===== src/rtl/qed_inst_constraint_seq_if.sv =====
// Fetch-side bundle for the SQED instruction constraint: candidate instruction
// in, legality verdict plus observable sequencing state out.
interface qed_inst_constraint_seq_if #(
  parameter int MAX_INSTS   = 32,
  parameter int MAX_MEM_OPS = 4
);
  localparam int INST_W = $clog2(MAX_INSTS + 1);
  localparam int MEM_W  = (MAX_MEM_OPS < 1) ? 1 : $clog2(MAX_MEM_OPS + 1);

  logic [31:0]       instruction;
  logic              inst_valid;
  logic              allowed;
  logic [1:0]        phase;
  logic [INST_W-1:0] inst_count;
  logic [MEM_W-1:0]  mem_count;
  logic              violation;

  modport master (
    output instruction, inst_valid,
    input  allowed, phase, inst_count, mem_count, violation
  );

  modport slave (
    input  instruction, inst_valid,
    output allowed, phase, inst_count, mem_count, violation
  );
endinterface


===== src/rtl/qed_inst_constraint_seq.sv =====
// Stateful SQED instruction constraint: static RV32I subset/register-half check
// plus instruction budget, memory-op budget and minimum spacing between memory ops.
module qed_inst_constraint_seq #(
  parameter int NUM_ORIG_REGS = 16,
  parameter bit ENABLE_MUL    = 1'b0,
  parameter bit ENABLE_LW     = 1'b1,
  parameter int MAX_INSTS     = 32,
  parameter int MAX_MEM_OPS   = 4,
  parameter int MEM_GAP       = 2,
  parameter bit ASSUME_EN     = 1'b1
) (
  input logic                      clk,
  input logic                      rst,
  qed_inst_constraint_seq_if.slave bus
);
  localparam int INST_W = $clog2(MAX_INSTS + 1);
  localparam int MEM_W  = (MAX_MEM_OPS < 1) ? 1 : $clog2(MAX_MEM_OPS + 1);
  localparam int GAP_W  = (MEM_GAP < 1) ? 1 : $clog2(MEM_GAP + 1);
  localparam logic [5:0] NREG = 6'(NUM_ORIG_REGS);

  typedef enum logic [1:0] {
    PH_RUN      = 2'd0,
    PH_COOLDOWN = 2'd1,
    PH_DRAIN    = 2'd2
  } phase_e;

  logic [INST_W-1:0] inst_count_q, inst_count_d;
  logic [MEM_W-1:0]  mem_count_q, mem_count_d;
  logic [GAP_W-1:0]  gap_q, gap_d;
  logic              violation_q, violation_d;

  logic [6:0] opcode, funct7;
  logic [4:0] rd, rs1, rs2;
  logic [2:0] funct3;
  assign opcode = bus.instruction[6:0];
  assign rd     = bus.instruction[11:7];
  assign funct3 = bus.instruction[14:12];
  assign rs1    = bus.instruction[19:15];
  assign rs2    = bus.instruction[24:20];
  assign funct7 = bus.instruction[31:25];

  logic rd_ok, rs1_ok, rs2_ok;
  assign rd_ok  = {1'b0, rd}  < NREG;
  assign rs1_ok = {1'b0, rs1} < NREG;
  assign rs2_ok = {1'b0, rs2} < NREG;

  logic is_ialu, is_ralu, is_lw, is_sw, is_nop, is_mem, static_ok;
  logic ialu_fn_ok, ralu_fn_ok;

  // Shift-immediates carry their function selector in funct7; the rest ignore it.
  always_comb begin
    ialu_fn_ok = 1'b1;
    if (funct3 == 3'b001) ialu_fn_ok = (funct7 == 7'b0000000);
    else if (funct3 == 3'b101) ialu_fn_ok = (funct7 == 7'b0000000) || (funct7 == 7'b0100000);
  end

  always_comb begin
    ralu_fn_ok = 1'b0;
    if (funct7 == 7'b0000000) ralu_fn_ok = 1'b1;
    else if (funct7 == 7'b0100000) ralu_fn_ok = (funct3 == 3'b000) || (funct3 == 3'b101);
    else if (funct7 == 7'b0000001) ralu_fn_ok = ENABLE_MUL && !funct3[2];
  end

  assign is_ialu = (opcode == 7'b0010011) && ialu_fn_ok && rs1_ok && rd_ok;
  assign is_ralu = (opcode == 7'b0110011) && ralu_fn_ok && rs1_ok && rs2_ok && rd_ok;
  assign is_lw   = ENABLE_LW && (opcode == 7'b0000011) && (funct3 == 3'b010) &&
                   (rs1 == 5'd0) && (bus.instruction[31:30] == 2'b00) && rd_ok;
  assign is_sw   = (opcode == 7'b0100011) && (funct3 == 3'b010) &&
                   (rs1 == 5'd0) && (bus.instruction[31:30] == 2'b00) && rs2_ok;
  assign is_nop  = (opcode == 7'b1111111);
  assign is_mem  = is_lw || is_sw;
  assign static_ok = is_ialu || is_ralu || is_mem || is_nop;

  logic exhausted, mem_ok, allowed, accept;
  assign exhausted = (inst_count_q == INST_W'(MAX_INSTS));
  assign mem_ok    = (mem_count_q < MEM_W'(MAX_MEM_OPS)) && (gap_q == '0);
  assign allowed   = static_ok && (is_nop || (!exhausted && (!is_mem || mem_ok)));
  assign accept    = bus.inst_valid && allowed && !rst;

  always_comb begin
    inst_count_d = inst_count_q;
    mem_count_d  = mem_count_q;
    gap_d        = gap_q;
    violation_d  = bus.inst_valid && !allowed && !rst;
    if (accept) begin
      if (!is_nop) inst_count_d = inst_count_q + INST_W'(1);
      if (is_mem) begin
        mem_count_d = mem_count_q + MEM_W'(1);
        gap_d       = GAP_W'(MEM_GAP);
      end else if (gap_q != '0) begin
        gap_d = gap_q - GAP_W'(1);
      end
    end
  end

  always_ff @(posedge clk) begin
    if (rst) begin
      inst_count_q <= '0;
      mem_count_q  <= '0;
      gap_q        <= '0;
      violation_q  <= 1'b0;
    end else begin
      inst_count_q <= inst_count_d;
      mem_count_q  <= mem_count_d;
      gap_q        <= gap_d;
      violation_q  <= violation_d;
    end
  end

  phase_e phase;
  always_comb begin
    phase = PH_RUN;
    if (exhausted) phase = PH_DRAIN;
    else if (gap_q != '0) phase = PH_COOLDOWN;
  end

  assign bus.allowed    = allowed;
  assign bus.phase      = phase;
  assign bus.inst_count = inst_count_q;
  assign bus.mem_count  = mem_count_q;
  assign bus.violation  = violation_q;

  generate
    if (ASSUME_EN) begin : g_assume
      assume property (@(posedge clk) rst || !bus.inst_valid || bus.allowed);
    end
  endgenerate
endmodule


===== src/flat_wrapper.sv =====
// flat-port wrapper written by rule: the top's interface ports become plain ports
module qed_inst_constraint_seq_flat 
#(
  parameter int NUM_ORIG_REGS = 16,
  parameter bit ENABLE_MUL    = 1'b0,
  parameter bit ENABLE_LW     = 1'b1,
  parameter int MAX_INSTS     = 32,
  parameter int MAX_MEM_OPS   = 4,
  parameter int MEM_GAP       = 2,
  parameter bit ASSUME_EN     = 1'b1
)
  (clk, rst, bus_instruction, bus_inst_valid, bus_allowed, bus_phase, bus_inst_count, bus_mem_count, bus_violation);
  qed_inst_constraint_seq_if #(.MAX_INSTS(MAX_INSTS), .MAX_MEM_OPS(MAX_MEM_OPS)) bus_i ();
  input logic clk;
  input logic rst;
  input wire logic [$bits(bus_i.instruction)-1:0] bus_instruction;
  input wire logic [$bits(bus_i.inst_valid)-1:0] bus_inst_valid;
  output wire logic [$bits(bus_i.allowed)-1:0] bus_allowed;
  output wire logic [$bits(bus_i.phase)-1:0] bus_phase;
  output wire logic [$bits(bus_i.inst_count)-1:0] bus_inst_count;
  output wire logic [$bits(bus_i.mem_count)-1:0] bus_mem_count;
  output wire logic [$bits(bus_i.violation)-1:0] bus_violation;
  assign bus_i.instruction = bus_instruction;
  assign bus_i.inst_valid = bus_inst_valid;
  assign bus_allowed = bus_i.allowed;
  assign bus_phase = bus_i.phase;
  assign bus_inst_count = bus_i.inst_count;
  assign bus_mem_count = bus_i.mem_count;
  assign bus_violation = bus_i.violation;
  qed_inst_constraint_seq #(.NUM_ORIG_REGS(NUM_ORIG_REGS), .ENABLE_MUL(ENABLE_MUL), .ENABLE_LW(ENABLE_LW), .MAX_INSTS(MAX_INSTS), .MAX_MEM_OPS(MAX_MEM_OPS), .MEM_GAP(MEM_GAP), .ASSUME_EN(ASSUME_EN)) u_core (.clk(clk), .rst(rst), .bus(bus_i));
endmodule

===== config.mk =====
export PLATFORM = sky130hd
export DESIGN_NAME = qed_inst_constraint_seq_flat
export DESIGN_NICKNAME = d
export VERILOG_FILES = /design/src/rtl/qed_inst_constraint_seq_if.sv /design/src/rtl/qed_inst_constraint_seq.sv /design/src/flat_wrapper.sv
export SDC_FILE = /design/constraint.sdc
export NUM_CORES = 1
export LEC_CHECK = 0
export BUFFER_PORTS_ARGS = -buffer_cell sky130_fd_sc_hd__buf_2
export CORE_MARGIN = 2
export CORE_UTILIZATION = 47
export DETAILED_ROUTE_END_ITERATION = 16
export HOLD_SLACK_MARGIN = 0.08
export PLACE_DENSITY_LB_ADDON = 0.25
export SLEW_MARGIN = 30
export SYNTH_ARGS = -nofsm -noshare
export SYNTH_HDL_FRONTEND = slang
export SYNTH_SLANG_ARGS = --single-unit

===== constraint.sdc =====
create_clock -name clk -period 5.1 [get_ports clk]
set_input_delay 0.765 -clock clk [delete_from_list [all_inputs] [get_ports clk]]
set_output_delay 0.765 -clock clk [all_outputs]
set_load 0.01 [all_outputs]

==> run_results.csv <==
group,metric,value,unit
yosys,syn_area_per_cell,8.44,µm²
drt,drt_pass1_iterations,4,
worst_setup_path,worstPathArrival,2310,ps
global_route,grt_max_degree,14,
timing,slew_violations,0,
worst_hold_path,holdPathStages,2,
yosys,ys_ff_latch,12,
timing,tightest_slew,521,ps
drt,vias,932,
finish,antenna_cells,0,
worst_setup_path,worstPathRequired,4340,ps
clock_tree,cts_tree,"yes",
worst_setup_path,r2r_setup_slack,2890,ps
clock_tree,clock_latency,280,ps
power_and_ir_drop,p_total,198,µW
global_route,grt_pass1_wl,3390,µm
drt,routedWlPerCell,12.1,µm
timing,clock_skew,1.41,ps
clock_tree,cts_root_buffer,"clkbuf_4",
yosys,synth_cells,103,
timing,relSlewSlack,65.0,%
yosys,synth_edf_count,0,
clock_tree,clk_path_buf_depth,2,
timing,finalSetupViolations,0,
die,initial_core_util,50.4,%
clock_tree,cts_made_buffers,3,
yosys,ys_async_sr_fraction,0,%
timing,grt_setup_unrepaired,"false",
global_route,grt_usage,21.3,%
drt,wirelength,2040,µm
worst_hold_path,hold_start,"u_core.gap_q[1]",
die,ios,48,
worst_hold_path,min_to,"u_core.gap_q[1]",
yosys,yosysSeqAreaShare,27.6,%
die,die-height,47.0,µm
worst_setup_path,reg2regPathDepth,8,
drt,drc,0,
yosys,syn_nets,142,
placed_design,dpl.hpwl,1650,µm
timing,fin_crit_sh,60.2,%
placed_design,port_buffers,39,
clock_tree,htree_levels,1,
drt,drt_iter0_markers,18,
drt,viasPerCell,5.55,
clock_tree,cts-resized-gates,0,
timing,tns,0,ps
die,die_area,2210,µm²
yosys,synth_top_cell_area_share,27.6,%
worst_setup_path,path_max_fanout,10,
placed_design,dpl_worst_slack,2020,ps
power_and_ir_drop,p_per_area,179,nW/µm²
die,die-width,47.0,µm
yosys,netlist_area,870,µm²
drt,postRouteAntennaNets,0,
timing,fin_ws,2030,ps
worst_hold_path,hold_path.class,"reg -> reg",
yosys,yosysTopAreaCell,"dfxtp_1",
outcome,status,"finished clean",
worst_setup_path,r2r-start,"u_core.gap_q[0]",
power_and_ir_drop,vdd_drop_max,0.185,mV
yosys,netlist_top_cells_area,"dfxtp_1 (28%), ha_1 (5.8%), a21oi_1 (4.0%)",
clock_tree,clock-sinks,12,
timing,hold_viol_final,0,
finish,area_growth,26.8,%
timing,fmax,326,MHz
timing,period_needed,3070,ps
global_route,grt_overflow,0,
worst_setup_path,r2r_end,"u_core.bus.inst_count[3]",
run,cap_violations,0,
clock_tree,postCtsSetupBuffers,0,
finish,fillers,172,
worst_setup_path,critPathLaunchType,"input port",
global_route,grt_pass1_vias,868,
yosys,synth_flop_cell,"dfxtp_1",
placed_design,globalplace.congestion,0.777,
worst_setup_path,path_class,"in -> out",
yosys,synth_warnings,0,
finish,nets,183,
finish,layout-drive-gt1-share,35.0,%
clock_tree,cts_hold_buf,0,
die,core,1730,µm²
power_and_ir_drop,p_leak,0.461,nW
worst_setup_path,endpoint_kind,"output pin",
clock_tree,clk_pin_slew_worst_paths,80,ps
die,num_rows,15,
yosys,ys_types,41,
global_route,grt_antenna_before_repair,0,
state kept, by name (all words and copies together), names as in the netlist:
name                   cells
u_core.gap_q               2
u_core.bus.mem_count       3
u_core.bus.inst_count      6
u_core.bus.violation       1
synth_stat cells (3+ instances only):
| library cell | n |
|---|---|
| a21oi_1 | 7 |
| o31ai_1 | 4 |
| nor2_1 | 9 |
| or3_1 | 3 |
| inv_1 | 7 |
| nor4_1 | 5 |
| nor3_1 | 4 |
| nand4_1 | 4 |
| nand2b_1 | 3 |
| ha_1 | 4 |
| or4_1 | 4 |
| dfxtp_1 | 12 |
| nand2_1 | 5 |
metrics by stage:
stage | util (%) | area, µm² | hold slack, ps | std cells
3_5_place_dp | 61.7 | 1070 | 487 | 164
6_report | 63.8 | 1100 | 491 | 168
4_1_cts | 63.8 | 1100 | 499 | 168
2_1_floorplan | - | 870 | 450 | 103
5_1_grt | 63.8 | 1100 | 515 | 168
3_3_place_gp | 61.7 | 1070 | 465 | 164
placed cells by master (no fill, tap or decap), types with 2 or more instances in the layout:
master    instances
buf_2            39
dfxtp_1          12
nor2_1            9
inv_1             7
a21oi_1           7
nand2_1           5
nor4_1            5
nand4_1           4
nor3_1            4
o31ai_1           4
or4_1             4
ha_1              4
or3_1             3
nand2b_1          3
clkbuf_4          3
nand3_1           2
o21a_1            2
o32ai_2           2
a221oi_1          2
worst max-delay path, stage by stage:
cell and delay (ps):
buf_2 120, nand2b_1 140, a311oi_1 450, o32ai_2 160, a21oi_2 380, nand2_1 130, buf_2 160
cell type report:
class                   count  area, µm²  share of cell area [%]
repair buffers             39        195                    17.7
multi-input cells          81        573                    52.0
inverters                   7       26.3                    2.38
well taps                  25       31.3                    2.84
flip-flops and latches     12        240                    21.8
clock buffers               4       36.3                    3.29
where the power goes:
| part | internal (mW) | leakage (nW) | switching, mW |
|---|---|---|---|
| registers | 0.0940 | 0.0969 | 0.000147 |
| clock network | 0.0434 | 0.0210 | 0.0340 |
| logic | 0.0125 | 0.343 | 0.0137 |
| total | 0.150 | 0.461 | 0.0478 |
worst max path at each step:
stage | startpoint | end | slack (ps) | cells past startpoint
finish | bus_instruction[14] | bus_allowed | 2030 | 7
global route | bus_instruction[4] | bus_allowed | 1860 | 7
floorplan | bus_instruction[2] | bus_allowed | 2360 | 5
global placement | bus_instruction[14] | bus_allowed | 2050 | 7
CTS | bus_instruction[14] | bus_allowed | 2010 | 7
detailed placement | bus_instruction[14] | bus_allowed | 2020 | 7
logic make-up (layout without fill, tap and decap cells):
| group | Yosys count | count (layout) | share of synthesized area [%] |
|---|---|---|---|
| AOI/OAI and AO/OA | 25 | 25 | 22.6 |
| xor gates and xnor gates | 2 | 2 | 2.01 |
| adders and majority gates | 4 | 4 | 5.76 |
| and+or+nand+nor | 48 | 48 | 33.1 |
| buffers and inverters | 10 | 50 | 6.48 |
| muxes | 2 | 2 | 2.45 |
| DFF | 12 | 12 | 27.6 |
per-layer routing:
layer / global-route usage (%) / wire (µm) / vias to the layer above / part of all wire [%]
li1: - / - / 478 / -
met2: 38.6 / 1000 / 25 / 49
met3: 6.15 / 105 / 5 / 5.2
met5: 0 / 0 / - / 0
met4: 5.56 / 26 / 0 / 1.3
met1: 24.4 / 901 / 424 / 44
Note: power is estimated with default switching activity, not from simulation.
